`src/rtl/lenet5_sched_pkg.sv`:
```
// Shared types and helpers for the LeNet-5 frame admission scheduler.
package lenet5_sched_pkg;

    typedef enum logic [1:0] {
        ST_IDLE   = 2'd0,
        ST_STREAM = 2'd1,
        ST_DROP   = 2'd2
    } sched_state_t;

    localparam int DEF_PIX_PER_FRAME = 1024;

    // Occupancy counters must be able to represent a completely full FIFO.
    function automatic int occ_bits(input int depth);
        return $clog2(depth) + 1;
    endfunction

endpackage

```
`src/rtl/lenet5_tag_fifo.sv`:
```
// In-order tag FIFO with a first-word-fall-through head. The caller never
// pushes when full or pops when empty.
module lenet5_tag_fifo
    import lenet5_sched_pkg::*;
#(
    parameter int DEPTH = 2,
    parameter int W     = 4,
    localparam int AW   = $clog2(DEPTH),
    localparam int CW   = occ_bits(DEPTH)
) (
    input  logic          clk,
    input  logic          rst_n,
    input  logic          push,
    input  logic          pop,
    input  logic          flush,
    input  logic [W-1:0]  din,
    output logic [W-1:0]  dout,
    output logic [CW-1:0] count
);

    logic [W-1:0]  mem [DEPTH];
    logic [AW-1:0] wr_ptr_reg;
    logic [AW-1:0] rd_ptr_reg;
    logic [CW-1:0] count_reg;

    always_ff @(posedge clk) begin
        if (push) begin
            mem[wr_ptr_reg] <= din;
        end
    end

    // DEPTH is a power of two, so the pointers wrap naturally.
    always_ff @(posedge clk or negedge rst_n) begin
        if (!rst_n) begin
            wr_ptr_reg <= '0;
            rd_ptr_reg <= '0;
            count_reg  <= '0;
        end else if (flush) begin
            wr_ptr_reg <= '0;
            rd_ptr_reg <= '0;
            count_reg  <= '0;
        end else begin
            if (push) wr_ptr_reg <= wr_ptr_reg + 1'b1;
            if (pop)  rd_ptr_reg <= rd_ptr_reg + 1'b1;
            if (push && !pop)      count_reg <= count_reg + 1'b1;
            else if (pop && !push) count_reg <= count_reg - 1'b1;
        end
    end

    assign dout  = mem[rd_ptr_reg];
    assign count = count_reg;

endmodule

```
`src/rtl/lenet5_frame_sched.sv`:
```
// Frame admission controller for the LeNet-5 core with in-order tag tracking.
// Optional watchdog enabled by defining LENET_SCHED_WDOG_EN.
module lenet5_frame_sched
    import lenet5_sched_pkg::*;
#(
    parameter int PIX_BITS      = 8,
    parameter int PIX_PER_FRAME = DEF_PIX_PER_FRAME,
    parameter int MAX_INFLIGHT  = 2,
    parameter int CNT_BITS      = 16,
`ifdef LENET_SCHED_WDOG_EN
    parameter int WDOG_CYCLES   = 200000,
`endif
    localparam int OCC_W        = occ_bits(MAX_INFLIGHT),
    localparam int PC_W         = $clog2(PIX_PER_FRAME)
) (
    input  logic                clk,
    input  logic                rst_n,
    input  logic                weights_loaded,
    input  logic                fr_start,
    input  logic                fr_v,
    input  logic [PIX_BITS-1:0] fr_pix,
    input  logic [3:0]          fr_num,
    output logic                core_in_valid,
    output logic [PIX_BITS-1:0] core_in_pix,
    input  logic                core_pred_valid,
    input  logic [3:0]          core_pred_digit,
    output logic                res_valid,
    input  logic                res_ready,
    output logic [3:0]          res_num,
    output logic [3:0]          res_digit,
    output logic [OCC_W-1:0]    inflight,
    output logic [CNT_BITS-1:0] acc_cnt,
    output logic [CNT_BITS-1:0] drop_cnt,
    output logic                err
);

    sched_state_t  state_reg;
    logic [PC_W-1:0] pix_cnt_reg;
    logic [3:0]    head_tag;
    logic          wdog_fire;
    logic          admit;
    logic          fwd;
    logic          last_pix;
    logic          fifo_empty;
    logic          pop;
    logic [PC_W-1:0] cnt_cur;

    assign fifo_empty = (inflight == '0);
    assign pop        = core_pred_valid && !fifo_empty;

    // Admission looks only at registered occupancy; a same-cycle pop does not free a slot.
    assign admit = fr_start && (state_reg != ST_STREAM) && !wdog_fire && weights_loaded
                   && (inflight < OCC_W'(MAX_INFLIGHT)) && !(res_valid && !res_ready);
    assign fwd      = fr_v && ((state_reg == ST_STREAM) || admit);
    assign cnt_cur  = (state_reg == ST_STREAM) ? pix_cnt_reg : '0;
    assign last_pix = (cnt_cur == PC_W'(PIX_PER_FRAME - 1));

    lenet5_tag_fifo #(
        .DEPTH (MAX_INFLIGHT),
        .W     (4)
    ) u_tag_fifo (
        .clk   (clk),
        .rst_n (rst_n),
        .push  (admit),
        .pop   (pop),
        .flush (wdog_fire),
        .din   (fr_num),
        .dout  (head_tag),
        .count (inflight)
    );

`ifdef LENET_SCHED_WDOG_EN
    localparam int WD_W = $clog2(WDOG_CYCLES + 1);
    logic [WD_W-1:0] wdog_cnt_reg;

    assign wdog_fire = !fifo_empty && !core_pred_valid
                       && (wdog_cnt_reg == WD_W'(WDOG_CYCLES - 1));

    always_ff @(posedge clk or negedge rst_n) begin
        if (!rst_n) begin
            wdog_cnt_reg <= '0;
        end else if (fifo_empty || core_pred_valid || wdog_fire) begin
            wdog_cnt_reg <= '0;
        end else begin
            wdog_cnt_reg <= wdog_cnt_reg + 1'b1;
        end
    end
`else
    assign wdog_fire = 1'b0;
`endif

    always_ff @(posedge clk or negedge rst_n) begin
        if (!rst_n) begin
            state_reg     <= ST_IDLE;
            pix_cnt_reg   <= '0;
            core_in_valid <= 1'b0;
            core_in_pix   <= '0;
            res_valid     <= 1'b0;
            res_num       <= '0;
            res_digit     <= '0;
            acc_cnt       <= '0;
            drop_cnt      <= '0;
            err           <= 1'b0;
        end else begin
            core_in_valid <= 1'b0;
            if (fwd) begin
                core_in_valid <= 1'b1;
                core_in_pix   <= fr_pix;
                pix_cnt_reg   <= last_pix ? '0 : cnt_cur + 1'b1;
            end else if (admit) begin
                pix_cnt_reg   <= '0;
            end

            if (wdog_fire) begin
                state_reg <= ST_IDLE;
            end else if (admit) begin
                state_reg <= (fwd && last_pix) ? ST_IDLE : ST_STREAM;
            end else if (fr_start && state_reg != ST_STREAM) begin
                state_reg <= ST_DROP;
            end else if (state_reg == ST_STREAM && fwd && last_pix) begin
                state_reg <= ST_IDLE;
            end

            if (admit && acc_cnt != '1) begin
                acc_cnt <= acc_cnt + 1'b1;
            end
            if (fr_start && !admit && drop_cnt != '1) begin
                drop_cnt <= drop_cnt + 1'b1;
            end

            // A fresh prediction wins over the accept, so the result reloads back-to-back.
            if (pop) begin
                res_valid <= 1'b1;
                res_num   <= head_tag;
                res_digit <= core_pred_digit;
            end else if (res_valid && res_ready) begin
                res_valid <= 1'b0;
            end

            if ((fr_start && state_reg == ST_STREAM) || (core_pred_valid && fifo_empty)
                || (pop && res_valid && !res_ready) || wdog_fire) begin
                err <= 1'b1;
            end
        end
    end

endmodule

```
`config.mk`:
```
export PLATFORM = sky130hd
export DESIGN_NAME = lenet5_frame_sched
export DESIGN_NICKNAME = d
export VERILOG_FILES = /design/src/rtl/lenet5_sched_pkg.sv /design/src/rtl/lenet5_tag_fifo.sv /design/src/rtl/lenet5_frame_sched.sv
export SDC_FILE = /design/constraint.sdc
export NUM_CORES = 1
export LEC_CHECK = 0
export BUFFER_PORTS_ARGS = -buffer_cell sky130_fd_sc_hd__buf_2
export CORE_ASPECT_RATIO = 1.75
export CORE_MARGIN = 2
export CORE_UTILIZATION = 54
export CTS_CLUSTER_DIAMETER = 100
export DETAILED_ROUTE_END_ITERATION = 6
export PLACE_DENSITY = 0.79
export SYNTH_ARGS = -nofsm -noshare
export SYNTH_HDL_FRONTEND = slang
export SYNTH_SLANG_ARGS = --single-unit
export TNS_END_PERCENT = 50
```
`constraint.sdc`:
```
create_clock -name clk -period 2.77 [get_ports clk]
set_input_delay 0.831 -clock clk [delete_from_list [all_inputs] [get_ports clk]]
set_output_delay 0.831 -clock clk [all_outputs]
set_load 0.02 [all_outputs]
```
=== After elaboration in Yosys (flattened, before gate mapping) ===
Memory sizes are Yosys's and may differ from the RTL's. A register that Yosys moved wholly into a read port is not among the register bits.
Index checks and enable logic that the tools add are counted.

* Memory bits (writable): 8
* Memories kept: 1
* Flip-flop bits (word level): 63
* Input bits: 23

* Multiplexer cells: 15
* Add/sub/neg operators: 7
* Reduce and logical (&&, ||, !) cells: 34
* Order comparisons: 1
* Eq/ne operators: 5

{| class="wikitable"
|+ Memory list
! memory !! words !! width !! read ports !! clocked after Yosys merged registers in !! wr ports !! line !! RTL
|-
| u_tag_fifo.mem || 2 || 4 || 1 || 1 || 1 || lenet5_tag_fifo.sv:21 || <nowiki>logic [W-1:0] mem [DEPTH];</nowiki>
|}

{| class="wikitable"
|+ Operators by type and width
! cell !! count
|-
| 2-to-1 mux 10 bit || 4
|-
| adder 16 x 1 -> 16 bit, second input constant || 2
|-
| inequality test 16 bit, second input constant || 2
|-
| logical AND 1 bit || 20
|-
| adder 10 x 1 -> 10 bit, second input constant || 1
|-
| equality test 10 bit, second input constant || 1
|-
| 2-to-1 mux 2 bit || 5
|-
| zero test 1 bit || 6
|-
| 2-to-1 mux 1 bit || 6
|-
| nonzero test 2 bit || 3
|-
| logical OR 1 bit || 3
|-
| nonzero test 3 bit || 1
|-
| adder 1 bit, second input constant || 2
|-
| adder 2 x 1 -> 2 bit, second input constant || 1
|-
| equality test 2 x 1 -> 1 bit, second input constant || 1
|-
| zero test 2 bit || 1
|-
| < comparator 2 bit, second input constant || 1
|-
| inequality test 2 x 1 -> 1 bit, second input constant || 1
|-
| subtractor 2 x 1 -> 2 bit, second input constant || 1
|}

=== Logic depth before layout (Yosys ltp) ===
Gate-level depths: netlist (run 1).

* Word-level depth: 12
* Gate-level depth with buffers: 10

=== Cells and area by module ===
Synthesis (run 1) repeated with hierarchy kept, for this count alone.

* Cells, all modules: 290
* Area total of the unflattened synthesis: 3439.5 sq um

{| class="wikitable"
|+ Modules (own cells, without submodules)
! module !! times used !! area each (sq um) !! cells an instance
|-
| lenet5_frame_sched || 1 || 2962.8 || 260
|-
| lenet5_tag_fifo || 1 || 476.7 || 30
|}

=== Least setup slack after synthesis (run 1) ===
Ideal clock, no wire load.

* Path type: register to register
* Start point: register state_reg[1]
* End point: register pix_cnt_reg[3]
* Data required time: 2649 ps
* Cell stages (with the launch flop): 11
* Path buffers: 2
* Path slack: 441 ps
* Arrival: 2208 ps
* Setup time: 121 ps
* Cells stage by stage: dfrtp_1 and2b_1 clkbuf_1 and2_1 ha_1 and3_1 and4_1 buf_2 nor2_1 a21o_1 a22o_1

* Word-level cells in the longest chain between the ends: 8
* Elaborated cells between the ends (all ways): 14
* Those cells by class: add/sub: 1; eq/ne: 3; mux: 3; reduce/logical: 7

{| class="wikitable"
|+ Ends and longest elaborated chain
! element !! line !! RTL
|-
| start, declared || lenet5_frame_sched.sv:37 || <nowiki>sched_state_t state_reg;</nowiki>
|-
| start signal, assigned || lenet5_frame_sched.sv:117 || <nowiki>state_reg <= (fwd && last_pix) ? ST_IDLE : ST_STREAM;</nowiki>
|-
| branches (longest 8 deep; another with adder 10 x 1 -> 10 bit) || -- ||
|-
| end signal, assigned || lenet5_frame_sched.sv:109 || <nowiki>pix_cnt_reg <= last_pix ? '0 : cnt_cur + 1'b1;</nowiki>
|-
| end, declared || lenet5_frame_sched.sv:38 || <nowiki>logic [PC_W-1:0] pix_cnt_reg;</nowiki>
|}

Several ways; the timed one is not identified.
A chain may end at the register's enable or synchronous reset.

=== Worst setup path in the final report (run 1) ===
Ends and elaborated chain as after synthesis.

==> impl_metrics.toml, run 1 <==
[cts]
cts.sinks = 75
cts_setup_buffers = 0
clk_pin_slew_ns = 0.08
cts-root-buf = "clkbuf_8"
cts_max_level = 3
cts_tree = "done"
holdBufCountCts = 0
cts_buffers = 9
clk_latency_ns = 0.35
ctsResizeCount = 0
cts_buffer_depth = 2

[finish]
multiInputGateArea_mm2 = 0.00147
final_common_cell = "buf_2"
final_cell_mix = "buf_2, dfrtp_1, nand2_1, nor2_1"
n_antenna_cell = 0
drive_above_1_share_pct = 32.6
syn_to_final_growth_pct = 20.3
fill_cells = 484
register_area_mm2 = 0.00192
nNetsFinal = 408

[floorplan]
num_io_pins = 76
start_util_pct = 55.7
die_area_mm2 = 0.00706
die_w_um = 64.4
core-area_mm2 = 0.00618
die_h_um = 110
rows = 38

[power]
clkPwrFrac_pct = 25.4
power.leakage_uw = 0.00197
p_per_area_mw_per_mm2 = 876
power_uw = 3630
ir_worst_vdd_uv = 595
netSwitchingFraction_pct = 36.0
internal_power_uw = 2330
p_seq_share_pct = 44.5
p_comb_share_pct = 30.1
p_switching_uw = 1310

[logic_synthesis]
avgSynthCellArea_um2 = 11.6
yosysWarnings = 0
ys_ff_latch = 75
yosysSeqAreaShare_pct = 55.6
ys.flop_type = "dfrtp_1"
synthCells = 297
synthesis.area_mm2 = 0.00345
syn_nets = 324
synth_edf_count = 8
async_reset_ff_share_pct = 89.3
synth_cell_types = 55

[timing]
fin_crit_ns = 2.20
min_period_over_period_pct = 79.3
setup_viol = 0
finClkSkew_ns = 0.0106
setup-tns-final_ns = 0
slew_viol_final = 0
slew_headroom_pct = 61.7
tightest_slew_ns = 0.571
rsz0062_at_grt = "false"
hold_viol = 0
fmax_mhz = 455

[setup_path]
critical_path_class = "reg2reg"
worst_ep_required_time_ns = 3.01
path_max_fanout = 7
setup.worst_path.start_class = "register"
arrival_ns = 2.44
endpoint_kind = "register"

[global_routing]
overflow = 0
grt_pass1_vias = 2542
grt_max_degree = 26
grt.total_usage_pct = 21.5
grt_pass1_wl_um = 11500
antenna_found_initial = 0

[place]
gp_congestion = 0.848
port_buffers = 75
post-dp-hpwl_um = 5160

[detailed_routing]
vias = 2527
first_pass_iters = 4
drt-wirelength-per-cell_um = 14.6
wirelength_um = 6810
viasPerCell = 5.42
drc_errors = 0
ant_nets = 0
drt_iter0_markers = 102

[job]
drv_cap = 0

[status]
outcome = "finished clean"

[worst_hold_path]
hold_class = "in2async"
## cell type report
class | count | share of cell area [%]
clock buffer | 9 | 2.99
clock inverter | 7 | 2.41
inverter | 7 | 0.634
multi-input combinational | 208 | 35.3
sequential | 75 | 46.2
tap | 80 | 2.41
timing repair buffer | 80 | 9.96
## logic make-up (layout without fill, tap and decap cells)
group / count (synthesis) / after routing / synth area share (%)
compound gates: 41 / 41 / 8.28
mux: 20 / 20 / 6.35
flops: 75 / 75 / 55.6
fa+ha+maj: 4 / 4 / 1.45
simple gates: 114 / 114 / 19.1
xor+xnor: 29 / 29 / 7.37
buf+inv: 14 / 103 / 1.85
## metrics by stage
stage / cells / setup WS [ns] / hold WS (ns) / util (%) / area (um2)
floorplan: 297 / 0.441 / 0.438 / - / 3450
global placement: 450 / 0.383 / 0.462 / 63.4 / 3920
detailed placement: 450 / 0.329 / 0.465 / 63.4 / 3920
CTS: 466 / 0.565 / 0.415 / 67.1 / 4150
global route: 466 / 0.417 / 0.451 / 67.1 / 4150
finish: 466 / 0.572 / 0.417 / 67.1 / 4150
## worst max-delay path: stages, from the launching register on
cell     delay, ns
dfrtp_1       0.42
and2b_1       0.24
and2_1        0.16
ha_1          0.20
and3_1        0.23
and4_1        0.36
nor2_1        0.09
a21o_1        0.18
a22o_1        0.21
## metal layers
layer / GRT usage [%] / share of wire, % / up-vias
li1: - / - / 1222
met1: 23.0 / 38 / 1240
met2: 39.4 / 55 / 56
met3: 5.42 / 4.9 / 9
met4: 9.57 / 1.8 / 0
met5: 0 / 0 / -
## cells in the mapped netlist, types with 4 or more instances
library cell,instances,area [um2]
xnor2_1,13,114
nor2_1,17,63.8
a21oi_1,6,30.0
o21ai_0,12,60.1
xor2_1,16,140
mux2i_1,5,50.1
edfxtp_1,8,240
nand4_1,6,37.5
nor3_1,6,30.0
and3_1,8,50.1
dfrtp_1,67,1680
nor3_2,4,40.0
and2_1,5,31.3
nand3_1,16,80.1
mux2_2,13,146
ha_1,4,50.1
inv_1,5,18.8
nand2_1,32,120
## power by group through the flow
stage          logic [uW]  registers [uW]  clock network [uW]
6_report             1090            1620                 924
4_1_cts              1110            1620                 947
5_1_grt              1200            1660                 981
2_1_floorplan         489            1860                   0
3_3_place_gp         1070            1620                   0
3_5_place_dp         1110            1640                   0
## worst paths after layout
path	from	endpoint	slack [ns]	cells past startpoint
worst max-delay path	state_reg[1]$_DFFE_PN0P_	pix_cnt_reg[3]$_DFFE_PN0P_	0.57	8
worst min-delay path	rst_n	res_digit[1]$_DFFE_PN0P_	0.42	1
worst max register to register	state_reg[1]$_DFFE_PN0P_	pix_cnt_reg[3]$_DFFE_PN0P_	0.57	8
worst min register to register	res_num[3]$_DFFE_PN0P_	res_num[3]$_DFFE_PN0P_	0.48	2
max in group asynchronous	rst_n	drop_cnt[3]$_DFFE_PN0P_	1.67	2
min in group clk	res_num[3]$_DFFE_PN0P_	res_num[3]$_DFFE_PN0P_	0.48	2
Note: power is estimated with default switching activity, not from simulation.
==> run 2: changes to the inputs <==
- ABC_AREA: default -> 1
- CORE_UTILIZATION: 54 -> 55
- clock period: 2.77 -> 2.15 ns (I/O delays scaled with it)
==> impl_metrics.toml, run 2 <==
[finish]
fill_cells = 559
register_area_mm2 = 0.00192
drive_above_1_share_pct = 26.3
syn_to_final_growth_pct = 19.5
nNetsFinal = 578
multiInputGateArea_mm2 = 0.00173
n_antenna_cell = 0
final_cell_mix = "nand2_1, buf_2, dfrtp_1, inv_1, nor2_1"
final_common_cell = "nand2_1"

[setup_path]
slowest_delay_ns = 0.41
timing.rr.end = "drop_cnt[13]$_DFFE_PN0P_"
reg2reg_slack_ns = 0.35
critical_path_class = "reg2reg"
r2r_start = "drop_cnt[0]$_DFFE_PN0P_"
setup.worst_path.start_class = "register"
startpoint = "drop_cnt[0]$_DFFE_PN0P_"
cp_slowest_cell = "dfrtp_1"
arrival_ns = 2.02
path_max_fanout = 22
worst_ep_required_time_ns = 2.37
endpoint_kind = "register"
crit_chain = "ha_1, nand3_2, nor2_4, inv_2, nor2_2, nand2_2, nand2_4, inv_4, nand2_1, o21ai_2"
reg2reg_depth = 10

[global_routing]
grt_pass1_vias = 3321
grt.total_usage_pct = 24.1
overflow = 0
antenna_found_initial = 0
grt_max_degree = 68
grt_pass1_wl_um = 14400

[logic_synthesis]
synth_area_leaders = "dfrtp_1, nand2_1, edfxtp_1"
yosysWarnings = 0
synth_commonest_cells = "nand2_1, dfrtp_1, inv_1, nor2_1"
synthCells = 465
ys_ff_latch = 75
async_reset_ff_share_pct = 89.3
syn_nets = 492
synth_cell_types = 36
ys.flop_type = "dfrtp_1"
avgSynthCellArea_um2 = 8.49
synthesis.area_mm2 = 0.00395
synth_edf_count = 8
yosysTopAreaCell = "dfrtp_1"
yosysTopAreaCellShare_pct = 42.5
yosysSeqAreaShare_pct = 48.6
yosysMostFrequentCell = "nand2_1"

[job]
drv_cap = 0

[place]
port_buffers = 75
gp_congestion = 0.884
post-dp-hpwl_um = 6170
pre_cts_ws_ns = 0.146

[detailed_routing]
wirelength_um = 8470
drc_errors = 0
vias = 3337
first_pass_iters = 4
drt-wirelength-per-cell_um = 13.2
drt_iter0_markers = 200
ant_nets = 0
viasPerCell = 5.21

[floorplan]
die_area_mm2 = 0.00790
start_util_pct = 57.2
num_io_pins = 76
rows = 40
die_h_um = 116
die_w_um = 68.0
core-area_mm2 = 0.00691

[timing]
setup-tns-final_ns = 0
slew_headroom_pct = 64.9
finClkSkew_ns = 0.00669
fmax_mhz = 555
fin_ws_ns = 0.350
rsz0062_at_grt = "false"
hold_viol = 0
setup_viol = 0
tightest_slew_ns = 0.522
slew_viol_final = 0
min_period_over_period_pct = 83.7
fin_crit_ns = 1.80

[cts]
ctsResizeCount = 0
cts-root-buf = "clkbuf_16"
holdBufCountCts = 0
clk_latency_ns = 0.34
cts_tree = "done"
cts_max_level = 3
cts_buffer_depth = 2
clk_pin_slew_ns = 0.06
cts_setup_buffers = 0
cts.sinks = 75
cts_buffers = 9

[power]
ir_worst_vdd_uv = 812
p_per_area_mw_per_mm2 = 1190
power.leakage_uw = 0.00227

[worst_hold_path]
hold_class = "in2async"

[status]
outcome = "finished clean"
run 2: kinds of logic (layout without fill, tap and decap cells):
| logic type | count (synthesis) | count (layout) | synth area share [%] |
|---|---|---|---|
| adders and majority gates | 4 | 4 | 1.27 |
| buffers and inverters | 63 | 154 | 7.51 |
| xor gates and xnor gates | 32 | 32 | 7.10 |
| DFF | 75 | 75 | 48.6 |
| AOI/OAI and AO/OA | 43 | 43 | 7.51 |
| and+or+nand+nor | 248 | 248 | 28.1 |
run 2: how the worst max path moves through the flow:
stage | endpoint | slack [ns] | cells past startpoint
after global placement | u_tag_fifo.count[1]$_DFFE_PN0P_ | 0.21 | 9
after CTS | drop_cnt[13]$_DFFE_PN0P_ | 0.33 | 10
final | drop_cnt[13]$_DFFE_PN0P_ | 0.35 | 10
after detailed placement | u_tag_fifo.count[1]$_DFFE_PN0P_ | 0.15 | 9
after floorplan | u_tag_fifo.count[1]$_DFFE_PN0P_ | 0.35 | 8
after global routing | pix_cnt_reg[6]$_DFFE_PN0P_ | 0.11 | 11
run 2: cell type report:
cell class | count | share of cell area (%)
Timing Repair Buffer | 83 | 9.50
Inverter | 55 | 4.46
Multi-Input combinational cell | 327 | 36.8
Clock buffer | 9 | 4.78
Tap cell | 84 | 2.23
Sequential cell | 75 | 40.6
Clock inverter | 7 | 1.62
run 2: report_power, final:
group / total [uW] / switching, uW / internal, uW
clock: 1510 / 607 / 906
sequential: 2200 / 365 / 1840
combinational: 1920 / 1260 / 662
run 2: worst max-delay path: cells and delay by family (launching register included):
family | cells | cell delay [ns]
simple gates | 6 | 0.72
flops | 1 | 0.41
fa+ha+maj | 1 | 0.29
buf+inv | 2 | 0.19
compound gates | 1 | 0.05
run 2: metrics by stage:
stage / hold slack, ns / util [%] / area [um2] / cells / total power (uW)
floorplan: 0.349 / - / 3950 / 465 / 3520
global placement: 0.452 / 63.9 / 4410 / 624 / 4070
detailed placement: 0.456 / 63.9 / 4410 / 624 / 4160
CTS: 0.330 / 68.3 / 4720 / 640 / 5690
global route: 0.346 / 68.3 / 4720 / 640 / 5980
finish: 0.307 / 68.3 / 4720 / 640 / 5630
run 2: layer usage:
| layer | GRT usage (%) | up-vias | wire, um |
|---|---|---|---|
| met4 | 13.7 | 0 | 236 |
| met1 | 26.3 | 1569 | 3220 |
| met2 | 41.7 | 88 | 4630 |
| met3 | 5.15 | 20 | 386 |
| li1 | - | 1660 | - |
| met5 | 0 | - | 0 |
==> run 3: changes to the inputs <==
- CORE_UTILIZATION: 55 -> 50
- PLACE_DENSITY: 0.79 -> 0.76
- clock period: 2.15 -> 1.6 ns (I/O delays scaled with it)
==> impl_metrics.toml, run 3 (synthesis gave the netlist of run 2 again) <==
[detailed_routing]
drt_iter0_markers = 213
viasPerCell = 5.15
ant_nets = 0
vias = 3595
drt-wirelength-per-cell_um = 14.2
drc_errors = 0
first_pass_iters = 4
wirelength_um = 9920

[power]
power.leakage_uw = 0.00267
ir_worst_vdd_uv = 1100
p_per_area_mw_per_mm2 = 1580
power_uw = 8710

[setup_path]
setup.worst_path.start_class = "register"
worst_ep_required_time_ns = 1.82
cp_top_family = "simple AND/OR/NAND/NOR gates"
critPathBufInv = 3
slowest_delay_ns = 0.37
critical_path_class = "reg2reg"
cp_slowest_cell = "dfrtp_1"
crit_chain = "inv_2, nor2_4, nand2_2, inv_2, ha_4, nand4_1, clkinv_2, nand3_4, nand4_1, o21ai_1"
arrival_ns = 1.86
endpoint_kind = "register"
path_max_fanout = 6

[timing]
slew_headroom_pct = 75.3
slew_viol_final = 0
finClkSkew_ns = 0.00559
setup_viol = 10
hold_viol = 0
fin_ws_ns = -0.0387
rsz0062_at_grt = "true"
min_period_over_period_pct = 102
fin_crit_ns = 1.64
tightest_slew_ns = 0.371
fmax_mhz = 610

[cts]
cts_buffer_depth = 2
holdBufCountCts = 0
clk_latency_ns = 0.34
cts_max_level = 3
cts-root-buf = "clkbuf_16"
clk_pin_slew_ns = 0.06
cts_buffers = 9
cts.sinks = 75
cts_tree = "done"

[global_routing]
grt_pass1_vias = 3517
antenna_found_initial = 0
grt_pass1_wl_um = 15600
overflow = 0
grt_max_degree = 68
grt.total_usage_pct = 22.8

[floorplan]
num_io_pins = 76
rows = 42
die_h_um = 122
die_w_um = 71.2
core-area_mm2 = 0.00762
start_util_pct = 51.8
die_area_mm2 = 0.00865

[status]
outcome = "complete, but fails checks"
violations = "negative setup slack"

[finish]
syn_to_final_growth_pct = 39.3
drive_above_1_share_pct = 38.9
final_cell_mix = "nand2_1, buf_2, dfrtp_1, buf_4, inv_1"
fin_area_mm2 = 0.00550
n_antenna_cell = 0
final_common_cell = "nand2_1"
nNetsFinal = 632
fin_util_pct = 72.2
fill_cells = 557

[place]
port_buffers = 75
gp_congestion = 0.833
dpl-instance-area_mm2 = 0.00486
post-dp-hpwl_um = 6820

[worst_hold_path]
hold_class = "in2async"

[job]
drv_cap = 0
-- run 3: cell count changes in the layout (fill, tap and decap cells not counted), moves of 6 or more --
cell and change:
buf_6 +9, o21ai_0 -6, nand2_1 -14, buf_4 +39, nand2_4 +9
-- run 3: worst paths after layout --
check	startpoint	to	slack, ns	depth (start not counted)
max in group asynchronous	rst_n	drop_cnt[3]$_DFFE_PN0P_	1.13	2
min in group clk	fr_num[3]	u_tag_fifo.mem[1][3]$_DFFE_PP_	0.33	1
worst min-delay path	rst_n	core_in_pix[6]$_DFFE_PN0P_	0.15	2
worst max register to register	state_reg[0]$_DFFE_PN0P_	pix_cnt_reg[3]$_DFFE_PN0P_	-0.04	10
worst max-delay path	state_reg[0]$_DFFE_PN0P_	pix_cnt_reg[3]$_DFFE_PN0P_	-0.04	10
worst min register to register	core_in_pix[2]$_DFFE_PN0P_	core_in_pix[2]$_DFFE_PN0P_	0.47	2
-- run 3: per-stage QoR --
step,std cells,setup slack [ns],setup TNS (ns),hold WS [ns]
6_report,698,-0.0387,-0.199,0.150
5_1_grt,698,-0.164,-2.93,0.179
4_1_cts,689,-0.0215,-0.0608,0.166
3_5_place_dp,670,-0.0727,-0.569,0.460
3_3_place_gp,670,-0.0349,-0.105,0.451
2_1_floorplan,465,-0.0544,-0.356,0.184
-- run 3: report_power, final --
| group | internal, uW | switching [uW] |
|---|---|---|
| clock | 1540 | 832 |
| combinational | 1370 | 2030 |
| sequential | 2480 | 466 |
| total | 5380 | 3330 |
-- run 3: area by class of cell --
class,instances,area (um2),share of cell area (%)
clock inverter,7,124,2.25
multi-input combinational,327,1950,35.4
timing repair buffer,135,927,16.9
sequential,75,1920,35.0
clock buffer,9,225,4.09
inverter,55,225,4.09
timing repair inverter,2,17.5,0.318
tap,88,110,2.00
-- run 3: timing repair --
action | in CTS | in global routing
pin swaps | 7 | 10
setup buffers | 3 | 6
gates cloned | 0 | 3
resized for setup | 6 | 53
endpoints found under the setup margin | 23 | 52
-- run 3: metal layers --
layer / part of all wire, % / track usage [%]
met1: 37 / 25.1
met2: 57 / 41.0
met3: 3.5 / 4.71
met4: 3.1 / 10.8
met5: 0 / 0
-- run 3: worst reg2reg max path: cells and delay by family, from the launching register on --
kind | cells | cell delay (ns)
DFF | 1 | 0.37
buffers and inverters | 3 | 0.29
and+or+nand+nor | 5 | 0.68
adders and majority gates | 1 | 0.13
AOI/OAI and AO/OA | 1 | 0.06
